[src/rtl/imem_instr_encoder.sv]
// Instruction encoder: packs RISC-V fields by immediate format, flags immediate range errors,
// and queues {instr, addr, err} in a small FIFO toward the instruction memory writer.
module imem_instr_encoder #(
    parameter int          FIFO_DEPTH = 4,
    parameter logic [31:0] BASE_ADDR  = 32'h0000_0000
) (
    input  logic        i_clk,
    input  logic        i_rst,
    input  logic        i_valid,
    output logic        o_ready,
    input  logic [4:0]  i_imm_sel,
    input  logic [31:0] i_imm,
    input  logic [6:0]  i_opcode,
    input  logic [4:0]  i_rd,
    input  logic [2:0]  i_funct3,
    input  logic [4:0]  i_rs1,
    input  logic [4:0]  i_rs2,
    input  logic [6:0]  i_funct7,
    output logic        o_valid,
    input  logic        i_ready,
    output logic [31:0] o_instr,
    output logic [31:0] o_addr,
    output logic        o_err,
    output logic [7:0]  o_err_cnt
);
    localparam int AW = $clog2(FIFO_DEPTH);

    typedef struct packed {
        logic [31:0] instr;
        logic [31:0] addr;
        logic        err;
    } entry_t;

    entry_t        mem_q [FIFO_DEPTH];
    logic [AW:0]   wr_ptr_q, rd_ptr_q;
    logic [31:0]   addr_q, addr_d;
    logic [7:0]    err_cnt_q, err_cnt_d;
    logic [31:0]   enc_instr;
    logic          enc_err;
    logic          full, empty, push, pop;

    // Lowest set select bit wins; no bit set means R-type.
    always_comb begin
        enc_instr = {i_funct7, i_rs2, i_rs1, i_funct3, i_rd, i_opcode};
        enc_err   = 1'b0;
        casez (i_imm_sel)
            5'b????1: begin
                enc_instr = {i_imm[11:0], i_rs1, i_funct3, i_rd, i_opcode};
                enc_err   = !((&i_imm[31:11]) || !(|i_imm[31:11]));
            end
            5'b???10: begin
                enc_instr = {i_imm[11:5], i_rs2, i_rs1, i_funct3, i_imm[4:0], i_opcode};
                enc_err   = !((&i_imm[31:11]) || !(|i_imm[31:11]));
            end
            5'b??100: begin
                enc_instr = {i_imm[12], i_imm[10:5], i_rs2, i_rs1, i_funct3,
                             i_imm[4:1], i_imm[11], i_opcode};
                enc_err   = !((&i_imm[31:12]) || !(|i_imm[31:12])) || i_imm[0];
            end
            5'b?1000: begin
                enc_instr = {i_imm[31:12], i_rd, i_opcode};
                enc_err   = |i_imm[11:0];
            end
            5'b10000: begin
                enc_instr = {i_imm[20], i_imm[10:1], i_imm[11], i_imm[19:12], i_rd, i_opcode};
                enc_err   = !((&i_imm[31:20]) || !(|i_imm[31:20])) || i_imm[0];
            end
            default: ;
        endcase
    end

    assign empty   = (wr_ptr_q == rd_ptr_q);
    assign full    = (wr_ptr_q[AW] != rd_ptr_q[AW]) && (wr_ptr_q[AW-1:0] == rd_ptr_q[AW-1:0]);
    assign o_ready = !full;
    assign o_valid = !empty;
    assign push    = i_valid && o_ready && !i_rst;
    assign pop     = o_valid && i_ready;

    assign addr_d    = push ? addr_q + 32'd4 : addr_q;
    assign err_cnt_d = (push && enc_err && (err_cnt_q != 8'hFF)) ? err_cnt_q + 8'd1 : err_cnt_q;

    always_ff @(posedge i_clk) begin
        if (i_rst) begin
            wr_ptr_q  <= '0;
            rd_ptr_q  <= '0;
            addr_q    <= BASE_ADDR;
            err_cnt_q <= '0;
        end else begin
            if (push) wr_ptr_q <= wr_ptr_q + 1'b1;
            if (pop)  rd_ptr_q <= rd_ptr_q + 1'b1;
            addr_q    <= addr_d;
            err_cnt_q <= err_cnt_d;
        end
    end

    // Storage needs no reset; pointers alone define which entries are live.
    always_ff @(posedge i_clk) begin
        if (push) mem_q[wr_ptr_q[AW-1:0]] <= '{instr: enc_instr, addr: addr_q, err: enc_err};
    end

    assign o_instr   = mem_q[rd_ptr_q[AW-1:0]].instr;
    assign o_addr    = mem_q[rd_ptr_q[AW-1:0]].addr;
    assign o_err     = o_valid && mem_q[rd_ptr_q[AW-1:0]].err;
    assign o_err_cnt = err_cnt_q;
endmodule
[config.mk]
export PLATFORM = sky130hd
export DESIGN_NAME = imem_instr_encoder
export DESIGN_NICKNAME = d
export VERILOG_FILES = /design/src/rtl/imem_instr_encoder.sv
export SDC_FILE = /design/constraint.sdc
export NUM_CORES = 1
export LEC_CHECK = 0
export ABC_AREA = 1
export BUFFER_PORTS_ARGS = -buffer_cell sky130_fd_sc_hd__buf_2
export CAP_MARGIN = 25
export CORE_ASPECT_RATIO = 1.1
export CORE_MARGIN = 2
export CORE_UTILIZATION = 30
export CTS_CLUSTER_SIZE = 8
export DETAILED_ROUTE_END_ITERATION = 8
export GPL_TIMING_DRIVEN = 0
export PLACE_DENSITY_LB_ADDON = 0.3
export SYNTH_ARGS = -nofsm -noshare
export SYNTH_HDL_FRONTEND = slang
export SYNTH_SLANG_ARGS = --single-unit
[constraint.sdc]
create_clock -name i_clk -period 10.3 [get_ports i_clk]
set_input_delay 1.545 -clock i_clk [delete_from_list [all_inputs] [get_ports i_clk]]
set_output_delay 1.545 -clock i_clk [all_outputs]
set_load 0.005 [all_outputs]
# [Word-level counts from Yosys, hierarchy flattened]
# Memory sizes are Yosys's and may differ from the RTL's. A register that Yosys moved wholly into a read port is not among the register bits.
# Cells that the tools add are included.
[totals] register_bits=46 ram_bits=260 in_bits=73 out_inout_bits=75 wordCells=52 memories=1
[mem_list] memory="mem_q" words=4 word_bits=65 read_ports=1 rd_ports_with_merged_regs=1 write_ports=1 line="34" text="entry_t mem_q [FIFO_DEPTH];"
[classes] add_sub_neg=4 eq_ne=8 n_mux=6 reduce_logical=29
[ops] cell="one-hot mux 32 bit (5 select lines)" count=1
[ops] cell="adder 32 x 3 -> 32 bit (second input constant)" count=1
[ops] cell="OR reduction 12 bit" count=2
[ops] cell="AND reduction 21 bit" count=1
[ops] cell="OR reduction 21 bit" count=1
[ops] cell="AND reduction 20 bit" count=1
[ops] cell="OR reduction 20 bit" count=1
[ops] cell="AND reduction 12 bit" count=1
[ops] cell="logical NOT 1 bit" count=9
[ops] cell="adder 8 x 1 -> 8 bit (second input constant)" count=1
[ops] cell="!= test 8 bit (second input constant)" count=1
[ops] cell="logical AND 1 bit" count=7
[ops] cell="adder 3 x 1 -> 3 bit (second input constant)" count=2
[ops] cell="equality test 5 bit (second input constant)" count=1
[ops] cell="logical OR 1 bit" count=5
[ops] cell="equality test 4 bit (second input constant)" count=1
[ops] cell="2-to-1 mux 2 bit" count=2
[ops] cell="one-hot mux 1 bit (4 select lines)" count=1
[ops] cell="equality test 3 bit" count=1
[ops] cell="equality test 3 bit (second input constant)" count=1
[ops] cell="equality test 2 bit" count=1
[ops] cell="equality test 2 bit (second input constant)" count=1
[ops] cell="2-to-1 mux 1 bit" count=2
[ops] cell="OR reduction 2 bit" count=1
[ops] cell="!= test 1 bit" count=1

# [Logic depth before layout (Yosys ltp)]
[logic_depth] word_depth=8 mapped_depth=15

# [Least setup slack after synthesis]
# Ideal clock, no wire load.
[synth_path] path_type="input-to-reg" from="input port i_rst" to="memory mem_q[0][0] (netlist name) (enable)" setup_ns=0.485 t_arrival_ns=4.866 path_slack_ns=4.949 path_stages=6 path_cell_list="buf_2 clkinv_1 nand2_4 buf_8 buf_12 nor2_1"
[synth_between] elab_chain_len=4
[synth_lines] element="start, declared" line="8" text="input logic i_rst,"
[synth_lines] element="logical NOT 1 bit" line="76" text="assign push = i_valid && o_ready && !i_rst;"
[synth_lines] element="logical AND 1 bit" line="76"
[synth_lines] element="2-to-1 mux 1 bit" line="98" text="if (push) mem_q[wr_ptr_q[AW-1:0]] <= '{instr: enc_instr, addr: addr_q, err: enc_err};"
[synth_lines] element="2-to-1 mux 1 bit (not written as such)" line="98"
[synth_lines] element="end, declared" line="34"
# No other way between the ends.

==> summary.md <==
| Metric | Value |
|---|---|
| Outcome | `completed` |
| I/O Buffers | `roughly 140` |
| Cell Rows | `79` |
| Mapped Area | `around 13000 um^2` |
| RR Startpoint | `rd_ptr_q[0]` |
| Final instance area | `15600 um^2` |
| Register area | `around 8500 um^2` |
| Setup Crit Path Kind | `register to output port` |
| Number of antenna diodes | `0` |
| CP peak stage delay | `0.50 ns` |
| #FFs+latches synth | `roughly 300` |
| First-pass DRT Iterations | `5` |
| Max stage delay cell, worst path | `inv_1` |
| Ranking of synthesized cells by area | `edfxtp_1 59%, dfxtp_1 7.2%, nor2_1 6.1%, o21ai_0 5.6%, nand2_1 5.5%` |
| Slew at the pin closest to its max-slew limit | `approximately 0.87 ns` |
| Top delay family on crit path | `buffers and inverters` |
| Most frequent CP cell | `clkbuf_1` |
| Count leader, synth | `edfxtp_1` |
| Clk root buf | `clkbuf_16` |
| Layout cells sized above 1 | `between 10% and 20%` |
| Vias | `roughly 9.4k` |
| Post-Synth Adder-Cell Area | `0.685%` |
| Critical path launch point type | `register` |
| Compound-Gate Fraction of Synth Area | `between 10% and 20%` |
| Area Growth Syn to Fin | `22.3%` |
| Die Wd | `about 200 um` |
| Core area | `about 42000 um^2` |
| Nets | `roughly 1.5k` |
| Clk slew on worst S/H paths | `~0.05 ns` |
| Drt drc | `0` |
| Clk sink count | `between 200 and 300` |
| Slew Limit Fails | `0` |
| Post-CTS Setup Inserts | `0` |
| Cts bufs inserted | `43` |
| Post-synthesis cell type count | `46` |
| Xor/xnor share of the synthesized area | `1.51%` |
| Largest net degree at the start of global routing | `29` |
| Setup TNS Final | `0 ns` |
| Crit-path cells | `clkbuf_1, inv_1, clkbuf_1, o21ai_0, o22ai_1, buf_2` |
| Post-CTS Hold Buffers | `0` |
| Post-synthesis mux area share | `0%` |
| CTS tree | `yes` |
| R2r endpoint | `mem_q[2][62]` |
| Reg2Reg Setup Slack | `7.64 ns` |
| Post-synthesis async set-or-reset flop share | `0%` |
| PD cells | `around 200 nW/um^2` |
| Critical path depth | `6` |
| DR vias/cell | `~4.8` |
| VDD IR max | `around 0.00011 V` |
| Main flop type after synthesis | `edfxtp_1` |
| Post-synth EDFFs | `around 250` |
| Post-route antenna net violation count | `0` |
| Post-Synth Simple-Gate Area | `between 10% and 20%` |
| Fmax | `approximately 230 MHz` |
| Lkg Pwr | `approximately 5.7 nW` |
| RSZ-0062 raised after global routing | `no` |
| Grt total ovfl | `0` |
| CP required | `just under 9 ns` |
| Clock tree buffer depth | `3` |
| Die ar. | `around 44000 um^2` |
| CTS HTree Levels | `2` |
| Top post-synthesis cells by count | `252 x edfxtp_1, 207 x nor2_1, 186 x nand2_1, 143 x o21ai_0, 77 x inv_1` |
| Global-route wire length before repair | `between 50 and 60 mm` |
| Buf/Inv on CP | `4` |
| Yosys warns | `0` |
| Clock Skew | `around 0.014 ns` |
| Post-synthesis sequential area ratio | `between 60% and 70%` |
| Post-Synthesis Cells | `around 1.2k` |
| Worst-skew pair later-pin latency | `about 0.53 ns` |
| Max-slew headroom | `around 42%` |
| Hold WC Path Type | `register to register` |
| 1st-iter DRT viols | `650` |
| Initial Util | `30.3%` |
| Footprint of the multi-input gates | `3770 um^2` |
| Min Tclk post-route | `around 4.4 ns` |
| Vias in the first global route | `slightly above 9k` |
| Largest family of logic cells by synthesized area | `simple AND/OR/NAND/NOR gates` |
| Synth area leader | `edfxtp_1` |
| Initial antenna violation count | `0` |
| Die height | `221 um` |
| Hold Fails Final Rpt | `0` |
| Total track usage | `15.9%` |
| Syn_area_per_cell | `approximately 11 um^2` |
| Detailed Place HPWL | `between 20 and 25 mm` |
| Period utilization | `a little over two fifths` |
| Max-cap viol count | `0` |
| Placed cell area | `roughly 14000 um^2` |
| Yosys top cell area share | `59.1%` |
| PostCTS Resize Cnt | `0` |
| Io pins | `148` |
| Gpl congestion | `0.851` |
| CP arrival | `2.87 ns` |
| Final core occ | `between 30% and 40%` |
| Final hold slack | `0.466 ns` |
| CP Capture Point | `o_addr[17]` |
| Reg2Reg Depth | `11` |
| Fillers | `about 4.2k` |
| Crit Path Max Fanout | `10` |
| Avg WL per Cell | `around 18 um` |
| Final WL | `between 30 and 40 mm` |
| Final setup fails | `0` |
| Worst setup EP type | `output port` |
==> worst reg2reg max path, stage by stage (launching register included) <==
cell and delay, ns:
dfxtp_1 0.40, xor2_1 0.16, nor2_1 0.08, nand2_2 0.09
nand2_4 0.09, inv_4 0.12, nand2_4 0.08, buf_8 0.16
buf_12 0.16, nor2_4 0.47, buf_12 0.27, buf_12 0.25
==> cell usage in the layout (no fill, tap or decap), types with 17 or more instances in the layout <==
cell and instances:
nand4_1 17, dfxtp_1 46, nor2_1 203, buf_2 150
inv_1 77, clkbuf_1 64, a21oi_1 22, clkbuf_16 45
nand3_1 23, edfxtp_1 252, nand2_1 186, o21ai_0 143
o22ai_1 64
==> layer usage <==
layer	wire [um]	GRT usage, %	share of wire, %
met1	15400	20.0	43
met2	17600	27.8	49
met3	2070	3.11	5.8
met4	849	5.06	2.4
met5	0	0	0
==> final cells by class <==
class	count	share of cell area, %
repair buffers	152	5.68
multi-input cells	762	24.1
well taps	567	4.53
clock buffers	69	7.77
clock inverters	1	0.0400
flip-flops and latches	298	54.2
inverters	81	1.96
plain buffers	54	1.66
==> cells by family (layout without fill, tap and decap cells) <==
| group | count (synthesis) | count (layout) |
|---|---|---|
| xor+xnor | 22 | 22 |
| compound gates | 253 | 253 |
| fa+ha+maj | 7 | 7 |
| buf+inv | 135 | 357 |
| other cells | 1 | 2 |
| flops | 298 | 298 |
| simple gates | 478 | 478 |
==> stage by stage <==
| step | cells | worst slack (ns) | power (mW) |
|---|---|---|---|
| 2_1_floorplan | 1195 | 4.95 | 1.63 |
| 3_3_place_gp | 1906 | 2.20 | 1.89 |
| 3_5_place_dp | 1914 | 6.41 | 1.90 |
| 4_1_cts | 1984 | 5.84 | 3.19 |
| 5_1_grt | 1984 | 5.74 | 3.29 |
| 6_report | 1984 | 5.89 | 3.14 |
==> worst min path at each step <==
stage | from | end | cells past startpoint
after floorplan | rd_ptr_q[2] | rd_ptr_q[2] | 2
after global placement | rd_ptr_q[2] | rd_ptr_q[2] | 2
after detailed placement | rd_ptr_q[2] | rd_ptr_q[2] | 2
after CTS | rd_ptr_q[2] | rd_ptr_q[2] | 2
after global routing | rd_ptr_q[2] | rd_ptr_q[2] | 2
final | rd_ptr_q[2] | rd_ptr_q[2] | 2
==> state kept, by name, summed over array words and instances (netlist names), named ones only <==
register / cells
wr_ptr_q: 3
o_err_cnt: 8
addr_q: 30
rd_ptr_q: 3
mem_q: 252
==> power breakdown <==
part | switching [mW] | internal, mW
Sequential | 0.0124 | 1.35
Clock | 0.482 | 0.795
Combinational | 0.340 | 0.166
(Power assumes the default switching activity.)
